File: src/rtl/eth_encap_pkg.sv
// Shared types, FIFO entry layout and header layout for the tap-FIFO Ethernet encapsulator.
package eth_encap_pkg;

    typedef enum logic [1:0] {
        IDLE    = 2'd0,
        HDR0    = 2'd1,
        HDR1    = 2'd2,
        PAYLOAD = 2'd3
    } state_t;

    // Tap FIFO entry: [63:0] data, [71:64] keep, [72] last, [73] user
    localparam int ENTRY_W      = 74;
    localparam int ENT_DATA_LSB = 0;
    localparam int ENT_KEEP_LSB = 64;
    localparam int ENT_LAST_BIT = 72;
    localparam int ENT_USER_BIT = 73;

    localparam int HDR_BEATS = 2;

    // Byte offsets inside the two header beats (byte 0 is tdata[7:0])
    localparam int HDR0_DST_BYTE   = 0;
    localparam int HDR0_SRC_BYTE   = 6;
    localparam int HDR1_SRC_BYTE   = 0;
    localparam int HDR1_ETYPE_BYTE = 4;
    localparam int HDR1_CTRL_BYTE  = 6;
    localparam int HDR1_SEQ_BYTE   = 7;

    // One AXI-S beat; field order matches the FIFO entry bit layout
    typedef struct packed {
        logic       user;
        logic       last;
        logic [7:0] keep;
        logic [63:0] data;
    } beat_t;

    // First header beat: full destination MAC then the top two source MAC bytes, MSB first
    function automatic logic [63:0] build_hdr0(input logic [47:0] dst, input logic [47:0] src);
        logic [63:0] h;
        h = '0;
        for (int b = 0; b < 6; b++) begin
            h[(HDR0_DST_BYTE + b)*8 +: 8] = dst[(5 - b)*8 +: 8];
        end
        for (int b = 0; b < 2; b++) begin
            h[(HDR0_SRC_BYTE + b)*8 +: 8] = src[(5 - b)*8 +: 8];
        end
        return h;
    endfunction

    // Second header beat: rest of source MAC, EtherType, control byte and sequence number
    function automatic logic [63:0] build_hdr1(input logic [47:0] src, input logic [15:0] etype,
                                               input logic cont, input logic [3:0] ch,
                                               input logic [7:0] seq);
        logic [63:0] h;
        h = '0;
        for (int b = 0; b < 4; b++) begin
            h[(HDR1_SRC_BYTE + b)*8 +: 8] = src[(3 - b)*8 +: 8];
        end
        h[HDR1_ETYPE_BYTE*8 +: 8]       = etype[15:8];
        h[(HDR1_ETYPE_BYTE + 1)*8 +: 8] = etype[7:0];
        h[HDR1_CTRL_BYTE*8 +: 8]        = {cont, 3'b000, ch};
        h[HDR1_SEQ_BYTE*8 +: 8]         = seq;
        return h;
    endfunction

endpackage

File: src/rtl/eth_axis_skid.sv
// Two-entry registered skid buffer; s_ready comes from a flop so downstream ready never reaches upstream pops.
module eth_axis_skid
    import eth_encap_pkg::*;
(
    input  logic  clk,
    input  logic  rst,
    input  logic  s_valid,
    output logic  s_ready,
    input  beat_t s_beat,
    output logic  m_valid,
    input  logic  m_ready,
    output beat_t m_beat
);

    beat_t out_q;
    beat_t skid_q;
    logic  out_v;
    logic  skid_v;

    assign s_ready = ~skid_v;
    assign m_valid = out_v;
    assign m_beat  = out_q;

    // Output register is fed directly so an accepted beat is visible next cycle; the skid slot only fills under back-pressure
    always_ff @(posedge clk or posedge rst) begin
        if (rst) begin
            out_q  <= '0;
            skid_q <= '0;
            out_v  <= 1'b0;
            skid_v <= 1'b0;
        end else if (out_v && m_ready) begin
            if (skid_v) begin
                out_q  <= skid_q;
                skid_v <= 1'b0;
            end else if (s_valid) begin
                out_q <= s_beat;
            end else begin
                out_v <= 1'b0;
            end
        end else if (!out_v) begin
            if (s_valid) begin
                out_q <= s_beat;
                out_v <= 1'b1;
            end
        end else if (s_valid && !skid_v) begin
            skid_q <= s_beat;
            skid_v <= 1'b1;
        end
    end

endmodule

File: src/rtl/tlp_eth_encap_mux.sv
// Round-robin multiplexer that wraps tap FIFO payloads into Ethernet frames for a 10G MAC.
module tlp_eth_encap_mux
    import eth_encap_pkg::*;
#(
    parameter int          NUM_CH    = 2,
    parameter int          MAX_BEATS = 184,
    parameter logic [15:0] ETHERTYPE = 16'h88B5
) (
    input  logic                             clk156,
    input  logic                             sys_rst,
    input  logic                             enable,
    input  logic [47:0]                      dst_mac,
    input  logic [47:0]                      src_mac,
    input  logic [NUM_CH-1:0]                empty,
    input  logic [NUM_CH-1:0][ENTRY_W-1:0]   dout,
    output logic [NUM_CH-1:0]                rd_en,
    output logic                             m_axis_tvalid,
    input  logic                             m_axis_tready,
    output logic [63:0]                      m_axis_tdata,
    output logic [7:0]                       m_axis_tkeep,
    output logic                             m_axis_tlast,
    output logic                             m_axis_tuser,
    output logic [31:0]                      frame_cnt,
    output logic [31:0]                      bubble_cnt
);

    // Frame beat counter covers header and payload; the forced split lands on payload beat MAX_BEATS
    localparam int               CNT_W    = $clog2(HDR_BEATS + MAX_BEATS + 1);
    localparam logic [CNT_W-1:0] LAST_IDX = CNT_W'(HDR_BEATS + MAX_BEATS - 1);

    state_t              state;
    state_t              state_next;
    logic [3:0]          grant;
    logic [3:0]          rr_idx;
    logic                rr_found;
    int                  rr_best;
    int                  rr_dist;
    logic [CNT_W-1:0]    beat_cnt;
    logic                err_acc;
    logic                tail_pending;
    logic                tail_done;
    logic [7:0]          seq [NUM_CH];
    logic [NUM_CH-1:0]   cont;
    logic                sel_empty;
    logic                sel_cont;
    logic [7:0]          sel_seq;
    logic [ENTRY_W-1:0]  sel_entry;
    logic                forced;
    logic                push;
    logic                pop;
    beat_t               push_beat;
    logic                skid_ready;
    beat_t               out_beat;

    assign tail_done = m_axis_tvalid & m_axis_tready & m_axis_tlast;
    assign forced    = (beat_cnt == LAST_IDX);

    // Pick out the granted channel's FIFO head and per-channel header state
    always_comb begin
        sel_empty = 1'b1;
        sel_entry = '0;
        sel_cont  = 1'b0;
        sel_seq   = 8'd0;
        for (int i = 0; i < NUM_CH; i++) begin
            if (grant == 4'(i)) begin
                sel_empty = empty[i];
                sel_entry = dout[i];
                sel_cont  = cont[i];
                sel_seq   = seq[i];
            end
        end
    end

    // Round-robin search: nearest non-empty channel after the last granted one
    always_comb begin
        rr_found = 1'b0;
        rr_idx   = grant;
        rr_best  = NUM_CH;
        rr_dist  = 0;
        for (int i = 0; i < NUM_CH; i++) begin
            if (!empty[i]) begin
                rr_dist = (i + NUM_CH - 1 - int'(grant)) % NUM_CH;
                if (rr_dist < rr_best) begin
                    rr_best  = rr_dist;
                    rr_idx   = 4'(i);
                    rr_found = 1'b1;
                end
            end
        end
    end

    // Next state and the beat offered to the skid buffer; a new grant waits until the previous tail is handed off
    always_comb begin
        state_next = state;
        push       = 1'b0;
        pop        = 1'b0;
        push_beat  = '0;
        case (state)
            IDLE: begin
                if (enable && rr_found && (!tail_pending || tail_done)) begin
                    state_next = HDR0;
                end
            end
            HDR0: begin
                push_beat.data = build_hdr0(dst_mac, src_mac);
                push_beat.keep = 8'hFF;
                if (skid_ready) begin
                    push       = 1'b1;
                    state_next = HDR1;
                end
            end
            HDR1: begin
                push_beat.data = build_hdr1(src_mac, ETHERTYPE, sel_cont, grant, sel_seq);
                push_beat.keep = 8'hFF;
                if (skid_ready) begin
                    push       = 1'b1;
                    state_next = PAYLOAD;
                end
            end
            PAYLOAD: begin
                push_beat.data = sel_entry[ENT_DATA_LSB +: 64];
                push_beat.keep = sel_entry[ENT_KEEP_LSB +: 8];
                push_beat.last = sel_entry[ENT_LAST_BIT] | forced;
                push_beat.user = push_beat.last & (err_acc | sel_entry[ENT_USER_BIT]);
                if (!sel_empty && skid_ready) begin
                    pop  = 1'b1;
                    push = 1'b1;
                    if (push_beat.last) begin
                        state_next = IDLE;
                    end
                end
            end
            default: state_next = IDLE;
        endcase
    end

    // Pop strobe goes only to the granted channel
    always_comb begin
        rd_en = '0;
        for (int i = 0; i < NUM_CH; i++) begin
            rd_en[i] = pop && (grant == 4'(i));
        end
    end

    // FSM state, grant pointer, frame beat count and error accumulation
    always_ff @(posedge clk156 or posedge sys_rst) begin
        if (sys_rst) begin
            state        <= IDLE;
            grant        <= 4'(NUM_CH - 1);
            beat_cnt     <= '0;
            err_acc      <= 1'b0;
            tail_pending <= 1'b0;
        end else begin
            state <= state_next;
            if (state == IDLE && state_next == HDR0) begin
                grant    <= rr_idx;
                beat_cnt <= '0;
                err_acc  <= 1'b0;
            end else if (push) begin
                beat_cnt <= beat_cnt + 1'b1;
            end
            if (pop) begin
                err_acc <= err_acc | sel_entry[ENT_USER_BIT];
            end
            if (push && push_beat.last) begin
                tail_pending <= 1'b1;
            end else if (tail_done) begin
                tail_pending <= 1'b0;
            end
        end
    end

    // Per-channel sequence number and continuation flag, updated when a frame's tail is committed
    always_ff @(posedge clk156 or posedge sys_rst) begin
        if (sys_rst) begin
            cont <= '0;
            for (int i = 0; i < NUM_CH; i++) begin
                seq[i] <= 8'd0;
            end
        end else begin
            for (int i = 0; i < NUM_CH; i++) begin
                if (pop && push_beat.last && grant == 4'(i)) begin
                    seq[i]  <= seq[i] + 8'd1;
                    cont[i] <= forced & ~sel_entry[ENT_LAST_BIT];
                end
            end
        end
    end

    // Emitted-frame and FIFO-starvation counters
    always_ff @(posedge clk156 or posedge sys_rst) begin
        if (sys_rst) begin
            frame_cnt  <= 32'd0;
            bubble_cnt <= 32'd0;
        end else begin
            if (tail_done) begin
                frame_cnt <= frame_cnt + 32'd1;
            end
            if (state == PAYLOAD && sel_empty) begin
                bubble_cnt <= bubble_cnt + 32'd1;
            end
        end
    end

    eth_axis_skid u_skid (
        .clk     (clk156),
        .rst     (sys_rst),
        .s_valid (push),
        .s_ready (skid_ready),
        .s_beat  (push_beat),
        .m_valid (m_axis_tvalid),
        .m_ready (m_axis_tready),
        .m_beat  (out_beat)
    );

    assign m_axis_tdata = out_beat.data;
    assign m_axis_tkeep = out_beat.keep;
    assign m_axis_tlast = out_beat.last;
    assign m_axis_tuser = out_beat.user;

endmodule

File: config.mk
export PLATFORM = sky130hd
export DESIGN_NAME = tlp_eth_encap_mux
export DESIGN_NICKNAME = d
export VERILOG_FILES = /design/src/rtl/eth_encap_pkg.sv /design/src/rtl/eth_axis_skid.sv /design/src/rtl/tlp_eth_encap_mux.sv
export SDC_FILE = /design/constraint.sdc
export NUM_CORES = 1
export LEC_CHECK = 0
export ABC_AREA = 1
export CAP_MARGIN = 20
export CORE_ASPECT_RATIO = 1.5
export CORE_UTILIZATION = 50
export DETAILED_ROUTE_END_ITERATION = 12
export GPL_ROUTABILITY_DRIVEN = 0
export GPL_TIMING_DRIVEN = 0
export PLACE_DENSITY = 0.92
export SLEW_MARGIN = 20
export SYNTH_ARGS = -nofsm -noshare
export SYNTH_HDL_FRONTEND = slang
export SYNTH_SLANG_ARGS = --single-unit
File: constraint.sdc
create_clock -name clk156 -period 15.4 [get_ports clk156]
set_clock_uncertainty 0.05 [all_clocks]
set_input_delay 3.08 -clock clk156 [delete_from_list [all_inputs] [get_ports clk156]]
set_output_delay 3.08 -clock clk156 [all_outputs]
set_load 0.03 [all_outputs]
==> metrics <==
Hold Crit Depth=2; register-to-register setup slack=12.50 ns; Max Cap Violations=0; share of post-route cells with drive strength above 1=0.0540; Yosys top cell by area=dfrtp_1; status=finished, final reports clean; Synth Area in Compound Gates=0.111; top_reg_cell synth=dfrtp_1; Max-slew headroom=0.367; HP Start=err_acc; Post-Synth Adder-Cell Area=0.0110; peak fanout along the critical path=7; initial antenna violation count=1; Simple-Gate Fraction of Synth Area=0.344; Synth area leaders=dfrtp_1 42%, nand2_1 24%, nor2_1 5.2%; pwr/cell area=181 nW/um^2; VDD IR-drop max=0.0967 mV; TNS Setup=0 ns; most frequent cells in the layout=934 x nand2_1, 390 x clkdlybuf4s50_1, 247 x dfrtp_1; cell depth of the worst flop-to-flop path=10; buffers and inverters on the worst path=3; Initial Utilization=0.513; IO Port Bufs=390; DIE WIDTH=143 um; FP Rows=76; post-cts gate resize count=0; Critical Path Most Common Cell=nand2_2; htree depth=1; Inserted Diodes=0; Boundary Pins=391; CP peak stage delay=0.71 ns; All-Layer GR Usage=0.347; Yosys cell types=42; startpoint types=input pin; mux cell area share after synthesis=0; clock buffer depth=3; Period minus WS final=8.37 ns; Routed WL=52.4 mm; number of synthesized flops with an enable pin=0; Worst Hold End=err_acc; synth-to-layout area growth=35.3%; Slew @ Worst Pin=0.949 ns; main combinational cell family by area after synthesis=simple AND/OR/NAND/NOR gates; Avg WL per Cell=17.7 um; Cell Area, Synth=14,800 um^2; clock sinks=248; top cell type's share of synthesized area=0.417; first-pass GRT wire length=81.5 mm; first drt pass iteration count=6; CTS tree=built; total core area=28,900 um^2; Placed Area=19,300 um^2; sequential cell area fraction in the yosys report=0.419; setup bufs post-CTS=0; WP data required=12.27 ns; Synth warnings=0; CTS Root Cell=clkbuf_16; worst skew pair latency=0.54 ns; most common library cell in the layout ignoring fill and taps=nand2_1; Crit path max-delay family=buffers and inverters; Pleak=9.82 nW; Gate Count Post-Synth=2,137; CP Class=in -> out; Fin. Hold Viols=0; Fill cells=2,263; via-per-instance ratio=5.52; FMAX=0.120 GHz; hold crit path type=reg -> reg; Final Max Slew Viols=0; via count=16.4k; die area=30,300 um^2; RSZ-0062 raised after global routing=no; critical path endpoint category=output port; setup violators final=0; clock slew at reported path FFs=0.06 ns; Critical Path Slowest Stage Cell=clkdlybuf4s50_1; largest net degree at the start of global routing=105; Die Height=213 um; DR DRC count=0; Final HPWL DP=39.6 mm; XOR/XNOR Fraction of Synth Area=0.0443; antenna viol nets, final=0; Synth async-reset ratio=1.00; vias in the first global route=16.1k; Net Count, Synth=2,400; hold buffers post-CTS=0; Post-Layout Inst Area=20,100 um^2; reg-to-reg critical path endpoint=u_skid.m_beat[65]; drt first-iter violations=1,551; Avg Inst Size Synth=6.93 um^2; Final nets=2,819; total grt overflow=0; r2r startpoint=state[0]; Cell Chain, Critical Path=clkdlybuf4s50_1 -> inv_1 -> nand2_2 -> nand2_1 -> nand2_2 -> nor2_4 -> nand2_2 -> nor2_1 -> clkdlybuf4s50_1; total CTS buffers=25; Final period util=0.543; synthesis-stage register bit count=248; Worst EP arrival=5.24 ns
per-layer routing:
layer  wire, um  GRT usage  vias to the layer above
li1           -          -                     7587
met1      17900      0.384                     7608
met2      25900      0.602                      918
met3       4500     0.0563                      240
met4       4060      0.250                        2
met5         13          0                        -
how the worst max path moves through the flow:
| stage | start | end | slack (ns) | depth (start not counted) |
|---|---|---|---|---|
| floorplan | sys_rst | beat_cnt[0] | 5.46 | 1 |
| global placement | sys_rst | u_skid.m_beat[63] | 2.56 | 2 |
| detailed placement | empty[0] | rd_en[1] | 7.12 | 9 |
| CTS | empty[0] | rd_en[1] | 7.10 | 9 |
| global route | empty[0] | rd_en[1] | 7.02 | 9 |
| finish | empty[0] | rd_en[1] | 7.03 | 9 |
state kept, by name, summed over array words and instances (netlist names), 2 cells and up:
| signal | flops |
|---|---|
| u_skid.m_beat | 74 |
| u_skid.skid_q | 74 |
| bubble_cnt | 32 |
| frame_cnt | 32 |
| seq | 16 |
| beat_cnt | 8 |
| grant | 4 |
| cont | 2 |
| state | 2 |
cell type report:
class | instances | area, um^2 | share of cell area
Sequential cell | 248 | 6210 | 0.310
Multi-Input combinational cell | 1657 | 7560 | 0.377
Clock inverter | 7 | 41.3 | 0.00206
Tap cell | 390 | 488 | 0.0243
Timing Repair Buffer | 392 | 3960 | 0.197
Inverter | 122 | 473 | 0.0236
Clock buffer | 36 | 737 | 0.0368
Buffer | 110 | 583 | 0.0291
cells in the mapped netlist, types with 2 or more instances:
cell type,n
clkbuf_1,45
ha_1,13
o21bai_1,3
nor2_2,8
nor2_4,2
o21a_1,3
nor3_1,23
buf_6,14
o21ai_0,82
a22o_1,32
nand2_2,5
nand3b_1,4
o21ai_2,16
a21oi_1,45
dfrtp_1,247
nor4_1,7
buf_4,7
buf_1,13
xor2_1,45
xnor2_1,30
nand2_1,934
buf_2,31
nand3_1,66
inv_2,3
nand4_1,19
inv_1,116
nor2_1,206
or2_2,2
o21ai_1,103
power by group:
part           leakage (nW)  internal, mW  switching (mW)
registers              3.24         0.858           0.154
clock network         0.387         0.331           0.262
logic                  6.20         0.695            1.34
total                  9.82          1.88            1.75
metrics by stage:
stage / util / cells / total power [mW] / hold slack [ns] / setup WS [ns]
final: 0.694 / 2962 / 3.64 / 0.427 / 7.03
after floorplan: - / 2137 / 2.28 / 0.383 / 5.46
after detailed placement: 0.667 / 2919 / 3.01 / 0.411 / 7.12
after global routing: 0.694 / 2962 / 3.87 / 0.460 / 7.02
after global placement: 0.665 / 2917 / 2.93 / 0.406 / 2.56
after CTS: 0.694 / 2962 / 3.61 / 0.425 / 7.10
cell families after synthesis:
kind of cell	Yosys count
xor+xnor	75
simple gates	1281
compound gates	288
flops	248
fa+ha+maj	13
buf+inv	232
worst register-to-register path: cells and delay by family (launching register included):
family                   cells  cell delay (ns)
adder cells (fa/ha/maj)      1             0.42
buffers and inverters        3             0.90
flip-flops                   1             0.42
AO/OA/AOI/OAI                3             0.73
AND/OR/NAND/NOR              3             0.28
(Power assumes the default switching activity.)
